## src/rtl/regfile_pkg.sv

```systemverilog
`default_nettype none
// ============================================================================
// Module : regfile_pkg
// Brief  : Shared register-file write-back types and constants.
// Rev    : 1.0 - initial release
// ============================================================================
package regfile_pkg;

  localparam int REG_ADDR_W = 5;
  localparam int DATA_W     = 32;
  localparam int NUM_REGS   = 1 << REG_ADDR_W;

  typedef struct packed {
    logic                  valid;
    logic [REG_ADDR_W-1:0] rd;
    logic [DATA_W-1:0]     data;
  } wb_req_t;

endpackage
`default_nettype wire

```

## src/rtl/regfile_scoreboard.sv

```systemverilog
`default_nettype none
// ============================================================================
// Module : regfile_scoreboard
// Brief  : Pending-write vector with source-register hazard lookup.
//          REGFILE_WB_BYPASS_EN adds forwarding flags that mask hazards.
// Rev    : 1.0 - initial release
// ============================================================================
module regfile_scoreboard
  import regfile_pkg::*;
(
  input  logic                  clk,
  input  logic                  rst_n,
  input  logic                  write,
  input  logic [REG_ADDR_W-1:0] wr_reg,
  input  logic                  claim_valid,
  input  logic [REG_ADDR_W-1:0] claim_rd,
  input  logic [REG_ADDR_W-1:0] rs,
  input  logic [REG_ADDR_W-1:0] rt,
  output logic                  rs_hazard,
  output logic                  rt_hazard
`ifdef REGFILE_WB_BYPASS_EN
  ,
  output logic                  rs_fwd,
  output logic                  rt_fwd
`endif
);

  logic [NUM_REGS-1:0] pending;
  logic [NUM_REGS-1:0] pending_nxt;

  // Claim is applied after the clear so a same-cycle claim wins.
  always_comb begin
    pending_nxt = pending;
    if (write) begin
      pending_nxt[wr_reg] = 1'b0;
    end
    if (claim_valid && (claim_rd != '0)) begin
      pending_nxt[claim_rd] = 1'b1;
    end
    pending_nxt[0] = 1'b0;
  end

  always_ff @(posedge clk or negedge rst_n) begin
    if (!rst_n) begin
      pending <= '0;
    end else begin
      pending <= pending_nxt;
    end
  end

`ifdef REGFILE_WB_BYPASS_EN
  logic rs_reclaim;
  logic rt_reclaim;

  always_comb begin
    rs_fwd     = write && (wr_reg == rs) && (rs != '0);
    rt_fwd     = write && (wr_reg == rt) && (rt != '0);
    rs_reclaim = claim_valid && (claim_rd == rs);
    rt_reclaim = claim_valid && (claim_rd == rt);
    rs_hazard  = pending[rs] && !(rs_fwd && !rs_reclaim);
    rt_hazard  = pending[rt] && !(rt_fwd && !rt_reclaim);
  end
`else
  assign rs_hazard = pending[rs];
  assign rt_hazard = pending[rt];
`endif

endmodule
`default_nettype wire

```

## src/rtl/regfile_wb_arbiter.sv

```systemverilog
`default_nettype none
// ============================================================================
// Module : regfile_wb_arbiter
// Brief  : Arbitrates ALU/load write-backs onto one register-file write port
//          with starvation guard; REGFILE_WB_BYPASS_EN adds RsFwd/RtFwd.
// Rev    : 1.0 - initial release
// ============================================================================
module regfile_wb_arbiter
  import regfile_pkg::*;
#(
  parameter int STARVE_MAX = 3,
  parameter int DATA_W     = regfile_pkg::DATA_W
) (
  input  logic                  Clock,
  input  logic                  Reset_n,
  input  logic                  AluValid,
  input  logic [REG_ADDR_W-1:0] AluRd,
  input  logic [DATA_W-1:0]     AluData,
  output logic                  AluReady,
  input  logic                  MemValid,
  input  logic [REG_ADDR_W-1:0] MemRd,
  input  logic [DATA_W-1:0]     MemData,
  output logic                  MemReady,
  output logic                  Write,
  output logic [REG_ADDR_W-1:0] WrReg,
  output logic [DATA_W-1:0]     WrData,
  input  logic                  ClaimValid,
  input  logic [REG_ADDR_W-1:0] ClaimRd,
  input  logic [REG_ADDR_W-1:0] Rs,
  input  logic [REG_ADDR_W-1:0] Rt,
  output logic                  RsHazard,
  output logic                  RtHazard
`ifdef REGFILE_WB_BYPASS_EN
  ,
  output logic                  RsFwd,
  output logic                  RtFwd
`endif
);

  localparam int               CNT_W        = (STARVE_MAX < 1) ? 1 : $clog2(STARVE_MAX + 1);
  localparam logic [CNT_W-1:0] STARVE_LIMIT = CNT_W'(STARVE_MAX);

  logic [CNT_W-1:0]      starve_cnt;
  logic                  alu_forced;
  logic                  alu_grant;
  logic                  mem_grant;
  logic                  handshake;
  logic [REG_ADDR_W-1:0] sel_rd;
  logic [DATA_W-1:0]     sel_data;

  // Loads win by default; a starved ALU request overrides once the limit hits.
  always_comb begin
    alu_forced = (starve_cnt == STARVE_LIMIT);
    alu_grant  = AluValid && (!MemValid || alu_forced);
    mem_grant  = MemValid && !alu_grant;
    handshake  = alu_grant || mem_grant;
    sel_rd     = alu_grant ? AluRd   : MemRd;
    sel_data   = alu_grant ? AluData : MemData;
  end

  assign AluReady = Reset_n && alu_grant;
  assign MemReady = Reset_n && mem_grant;

  always_ff @(posedge Clock or negedge Reset_n) begin
    if (!Reset_n) begin
      starve_cnt <= '0;
    end else if (!AluValid || alu_grant) begin
      starve_cnt <= '0;
    end else if (starve_cnt != STARVE_LIMIT) begin
      starve_cnt <= starve_cnt + 1'b1;
    end
  end

  // Register 0 is hardwired: its requests are accepted but never written.
  always_ff @(posedge Clock or negedge Reset_n) begin
    if (!Reset_n) begin
      Write  <= 1'b0;
      WrReg  <= '0;
      WrData <= '0;
    end else begin
      Write <= handshake && (sel_rd != '0);
      if (handshake) begin
        WrReg  <= sel_rd;
        WrData <= sel_data;
      end
    end
  end

  regfile_scoreboard u_scoreboard (
    .clk         (Clock),
    .rst_n       (Reset_n),
    .write       (Write),
    .wr_reg      (WrReg),
    .claim_valid (ClaimValid),
    .claim_rd    (ClaimRd),
    .rs          (Rs),
    .rt          (Rt),
    .rs_hazard   (RsHazard),
    .rt_hazard   (RtHazard)
`ifdef REGFILE_WB_BYPASS_EN
    ,
    .rs_fwd      (RsFwd),
    .rt_fwd      (RtFwd)
`endif
  );

  // Requesters must hold valid and payload steady until accepted.
  a_alu_hold: assert property (@(posedge Clock) disable iff (!Reset_n)
    (AluValid && !AluReady) |=> (AluValid && $stable(AluRd) && $stable(AluData)));

  a_mem_hold: assert property (@(posedge Clock) disable iff (!Reset_n)
    (MemValid && !MemReady) |=> (MemValid && $stable(MemRd) && $stable(MemData)));

endmodule
`default_nettype wire

```

## config.mk

```make
export PLATFORM = sky130hd
export DESIGN_NAME = regfile_wb_arbiter
export DESIGN_NICKNAME = d
export VERILOG_FILES = /design/src/rtl/regfile_pkg.sv /design/src/rtl/regfile_scoreboard.sv /design/src/rtl/regfile_wb_arbiter.sv
export SDC_FILE = /design/constraint.sdc
export NUM_CORES = 1
export LEC_CHECK = 0
export CAP_MARGIN = 40
export CORE_UTILIZATION = 25
export CTS_CLUSTER_DIAMETER = 80
export CTS_CLUSTER_SIZE = 14
export DETAILED_ROUTE_END_ITERATION = 10
export PLACE_DENSITY_LB_ADDON = 0.08
export REMOVE_ABC_BUFFERS = 1
export SYNTH_ARGS = -nofsm -noshare
export SYNTH_HDL_FRONTEND = slang
export SYNTH_SLANG_ARGS = --single-unit
```

## constraint.sdc

```tcl
create_clock -name Clock -period 3.5 [get_ports Clock]
set_input_delay 0.7 -clock Clock [delete_from_list [all_inputs] [get_ports Clock]]
set_output_delay 0.7 -clock Clock [all_outputs]
set_load 0.05 [all_outputs]
```

---- Word level (Yosys, flattened, before mapping) ----
Cells that the tools add are included.
cells by class
  bitwise operators ....................... 3
  magnitude comparators ................... 6
  $add $sub $neg .......................... 1
  multiplexer cells ....................... 14
  reduce and logical (&&, ||, !) cells .... 17
  equality and inequality tests ........... 2
operators with widths
  operator                                                                             count
  32-bit 2-to-1 mux                                                                    3
  32-bit AND                                                                           1
  32-bit NOT                                                                           1
  32-bit OR                                                                            1
  5-bit by 6-bit < comparator with 1-bit output, second input constant                 4
  1-bit binary-select mux with 5-bit select                                            2
  1-bit demux with 5-bit select                                                        2
  5-bit by 1-bit greater-or-equal comparator with 1-bit output, second input constant  2
  5-bit nonzero test                                                                   2
  1-bit logical AND                                                                    8
  5-bit 2-to-1 mux                                                                     1
  1-bit 2-to-1 mux                                                                     4
  2-bit 2-to-1 mux                                                                     2
  1-bit zero test                                                                      3
  1-bit logical OR                                                                     3
  2-bit by 1-bit adder with 2-bit output, second input constant                        1
  2-bit equality test, second input constant                                           1
  2-bit != test, second input constant                                                 1
  2-bit nonzero test                                                                   1
storage, ports and cells
  flip-flop bits (word level) ............. 71
  word-level logic and storage cells ...... 48
  output and inout port bits .............. 42

---- Longest topological paths before layout ----
  depth in word-level cells ............... 9
  mapped depth ............................ 7
  gate-level depth less buffers ........... 5

---- Cells and area by module ----
A second synthesis with hierarchy kept.
unflattened totals
  cells, all modules ...................... 380
  area, all modules ....................... 3742.3 sq um
modules (own cells, without submodules)
  module              seq. area each (sq um)  cells each  instances  area each (sq um)
  regfile_wb_arbiter  1001.0                  188         1          1896.8
  regfile_scoreboard  775.7                   192         1          1845.5

---- Worst setup path before layout ----
Ideal clock, no wire load.
  kind .................................... input to output
  from .................................... input port Rs[0]
  to ...................................... output port RsHazard
  path slack .............................. 790 ps
  stages on the path ...................... 5
  path buffers ............................ 1
  data required time ...................... 2800 ps
  data arrival time ....................... 2010 ps
  path through ............................ buf_6 > mux4_2 > nand2b_1 > o211ai_1 > nand4_1
between the ends
  longest elaborated chain between the ends .. 2
RTL lines
  what                                       RTL line                  source
  start, declared                            regfile_wb_arbiter.sv:29  input logic [REG_ADDR_W-1:0] Rs,
  1-bit binary-select mux with 5-bit select  regfile_scoreboard.sv:64  assign rs_hazard = pending[rs];
  1-bit 2-to-1 mux (implied by the code)     regfile_scoreboard.sv:64
  end, declared                              regfile_wb_arbiter.sv:31  output logic RsHazard,
No other way between the ends. The select of a mux whose other input is x is not followed.

---- Final worst setup path ----
  from .................................... input port Rt[0]
  to ...................................... output port RtHazard
between the ends
  longest elaborated chain between the ends .. 2
RTL lines
  what                                       RTL line                  source
  start, declared                            regfile_wb_arbiter.sv:30  input logic [REG_ADDR_W-1:0] Rt,
  1-bit binary-select mux with 5-bit select  regfile_scoreboard.sv:65  assign rt_hazard = pending[rt];
  1-bit 2-to-1 mux (implied by the code)     regfile_scoreboard.sv:65
  end, declared                              regfile_wb_arbiter.sv:32  output logic RtHazard
No other way between the ends. The select of a mux whose other input is x is not followed.

==> results.py <==
metrics = {
    "power_and_ir_drop": {
        "total_power_uw": 2965,
        "p_switching_uw": 979.0,
        "p_sw_share_pct": 33.02,
        "ir_drop_mv": 0.2302,
        "share_comb_of_total_power_pct": 29.5,
        "clockPowerShare_pct": 30.5,
        "seqPwrFrac_pct": 40.0,
        "p_leak_uw": 0.002303,
        "power.internal_uw": 1986,
        "powerDensity_mw_per_mm2": 545.2,
    },
    "layout": {
        "diodes": 0,
        "drive_gt1_share_pct": 7.338,
        "utilization_pct": 37.56,
        "layout_commonest_cell": "clkdlybuf4s50_1",
        "layout_common_cells": "131 x clkdlybuf4s50_1, 71 x dfrtp_1, 64 x o21ai_0, 32 x a22o_1, 32 x a21o_1",
        "fin_nets": 567,
        "areaGrowthSynthToFinish_pct": 47.47,
    },
    "clock_network": {
        "clk_pin_slew_worst_paths_ps": 60,
        "hold_buffers": 0,
        "cts_setup_buffers": 0,
        "cts_htree_levels": 3,
        "post_cts_resized": 0,
        "clk_latency_ps": 330,
        "cts_buffer_depth": 2,
        "cts_tree": "done",
        "numCtsBuffers": 9,
        "cts.sinks": 71,
        "cts_root_buffer": "clkbuf_16",
    },
    "die": {
        "dieArea_sq_mm": 0.01524,
        "ios": 136,
        "die_h_um": 123.4,
        "rows": 44,
        "die_x_um": 123.4,
        "core_area_sq_mm": 0.01448,
        "start_util_pct": 25.47,
    },
    "global_route": {
        "grt_pass1_vias": 3451,
        "antenna_found_initial": 1,
        "gr-usage-all-layers_pct": 16.39,
        "grt_pass1_wl_um": 18650,
        "grt_max_degree": 47,
        "grt_overflow": 0,
    },
    "placed_design": {
        "io_buffer_count": 135,
        "routabilityCongestion": 0.7756,
        "dp_hpwl_um": 8592,
    },
    "drt": {
        "drtIter0Drc": 150,
        "wire_per_inst_um": 18.05,
        "num_vias": 3311,
        "drc": 0,
        "dr.pass1.iters": 4,
        "avgViaCountPerCell": 5.009,
        "wl_um": 11930,
        "ant_nets": 0,
    },
    "worst_setup_path": {
        "cp_cell_sequence": "clkdlybuf4s50_1 -> mux4_2 -> nand2b_1 -> o211ai_1 -> nand4_1 -> buf_4",
        "path_delay_family": "buffers and inverters",
        "worstSetupPathType": "in -> out",
        "endpoint_kind": "primary output",
        "slowest_stage": "clkdlybuf4s50_1",
        "cp.arrival_ps": 2590,
        "cpPeakStageDelay_ps": 690,
        "crit_fanout": 7,
        "crit_path_start_kind": "primary input",
        "required_ps": 2800,
        "cp.buffers_inverters": 2,
    },
    "timing": {
        "worst_slew_pin_slew_ps": 636.1,
        "tns_ps": 0,
        "finalSetupViolations": 0,
        "fmax_mhz": 304.2,
        "slew_headroom_pct": 57.46,
        "drv_slew": 0,
        "rsz0062_at_grt": "false",
        "hold_viol": 0,
        "fin_skew_ps": 6.046,
        "finalCriticalPeriod_ps": 3287,
        "final.period_utilization_pct": 93.92,
        "hold_ws_ps": 448.1,
    },
    "run_status": {
        "status": "finished, final reports clean",
    },
    "synthesis": {
        "synth-edff-count": 0,
        "ys.warnings.count": 0,
        "netlist_area_sq_mm": 0.003687,
        "yosys.area_share.xor_xnor_pct": 0,
        "synth-compound-area-share_pct": 26.37,
        "synth_area_per_cell_sq_um": 10.78,
        "async_reset_ff_share_pct": 100.0,
        "synth_top_family_by_area": "compound AO/OA/AOI/OAI gates",
        "synth.distinct_cells": 36,
        "synthesis.instances": 342,
        "synthMuxAreaShare_pct": 9.908,
        "ys_seq_area_share_pct": 48.18,
        "synthAdderAreaFrac_pct": 0.3393,
        "ys_seq_elements": 71,
        "ys_dominant_reg_cell": "dfrtp_1",
        "yosys.area_share.simple_pct": 10.96,
    },
    "job": {
        "max_cap_violations": 0,
    },
    "worst_hold_path": {
        "hold_path_class": "in -> async",
    },
}
-- logic make-up (layout without fill, tap and decap cells) --
group / count (synthesis) / after routing
fa+ha+maj: 1 / 1
mux: 29 / 29
flops: 71 / 71
buf+inv: 23 / 158
simple gates: 70 / 70
compound gates: 148 / 148
-- power by group through the flow --
stage | Sequential (uW) | Clock (uW) | Combinational [uW]
6_report | 1190 | 904 | 875
5_1_grt | 1210 | 961 | 955
4_1_cts | 1180 | 933 | 883
3_5_place_dp | 1190 | 0 | 881
3_3_place_gp | 1200 | 0 | 872
2_1_floorplan | 1290 | 0 | 374
-- final cells by class --
cell class | instances | area [sq um]
tap | 184 | 230.2
fill | 1472 | 9041
clock inverter | 4 | 45.04
timing repair buffer | 140 | 1376
inverter | 2 | 7.507
multi-input combinational | 248 | 1755
sequential | 71 | 1777
clock buffer | 12 | 246.5
-- flip-flops by register name, indices dropped and copies added, names as in the netlist --
name,count
WrReg,5
WrData,32
u_scoreboard.pending,31
Write,1
starve_cnt,2
-- synth_stat cells (6+ instances only) --
| master | number | area share, % |
|---|---|---|
| nand3_1 | 12 | 1.6 |
| mux2i_1 | 23 | 6.2 |
| dfrtp_1 | 71 | 48 |
| a21o_1 | 32 | 6.5 |
| mux4_2 | 6 | 3.7 |
| a21oi_1 | 6 | 0.81 |
| nor2_1 | 11 | 1.1 |
| nand2_1 | 12 | 1.2 |
| nand3b_1 | 10 | 2.0 |
| o21ai_0 | 64 | 8.7 |
| buf_6 | 7 | 2.1 |
| clkbuf_1 | 6 | 0.61 |
| a22o_1 | 32 | 7.6 |
-- layer usage --
metal  vias to the layer above  GRT usage [%]  routed length (um)
met5                         -              0                  13
met4                         2          5.422                 126
met3                        11          6.919                1208
met2                       133          25.45                5325
met1                      1607          20.40                5260
li1                       1558              -                   -
-- final timing paths --
| path | startpoint | endpoint | slack [ps] | depth (start not counted) |
|---|---|---|---|---|
| worst min-delay path | Reset_n | WrData[20] | 450 | 2 |
| worst max-delay path | Rt[0] | RtHazard | 210 | 6 |
| max in group asynchronous | Reset_n | u_scoreboard.pending[16] | 2100 | 3 |
| worst min register to register | starve_cnt[0] | starve_cnt[0] | 450 | 1 |
| min in group Clock | starve_cnt[0] | starve_cnt[0] | 450 | 1 |
| worst max register to register | starve_cnt[0] | WrData[25] | 1450 | 7 |
-- through the flow --
stage / cells / cell area (sq um) / setup slack (ps)
floorplan: 321 / 3538 / 627.1
global route: 661 / 5438 / 105.9
finish: 661 / 5438 / 212.7
detailed placement: 645 / 5146 / 237.9
CTS: 661 / 5438 / 233.9
global placement: 645 / 5146 / 273.6
No activity file was read; power rests on OpenSTA's default activity.
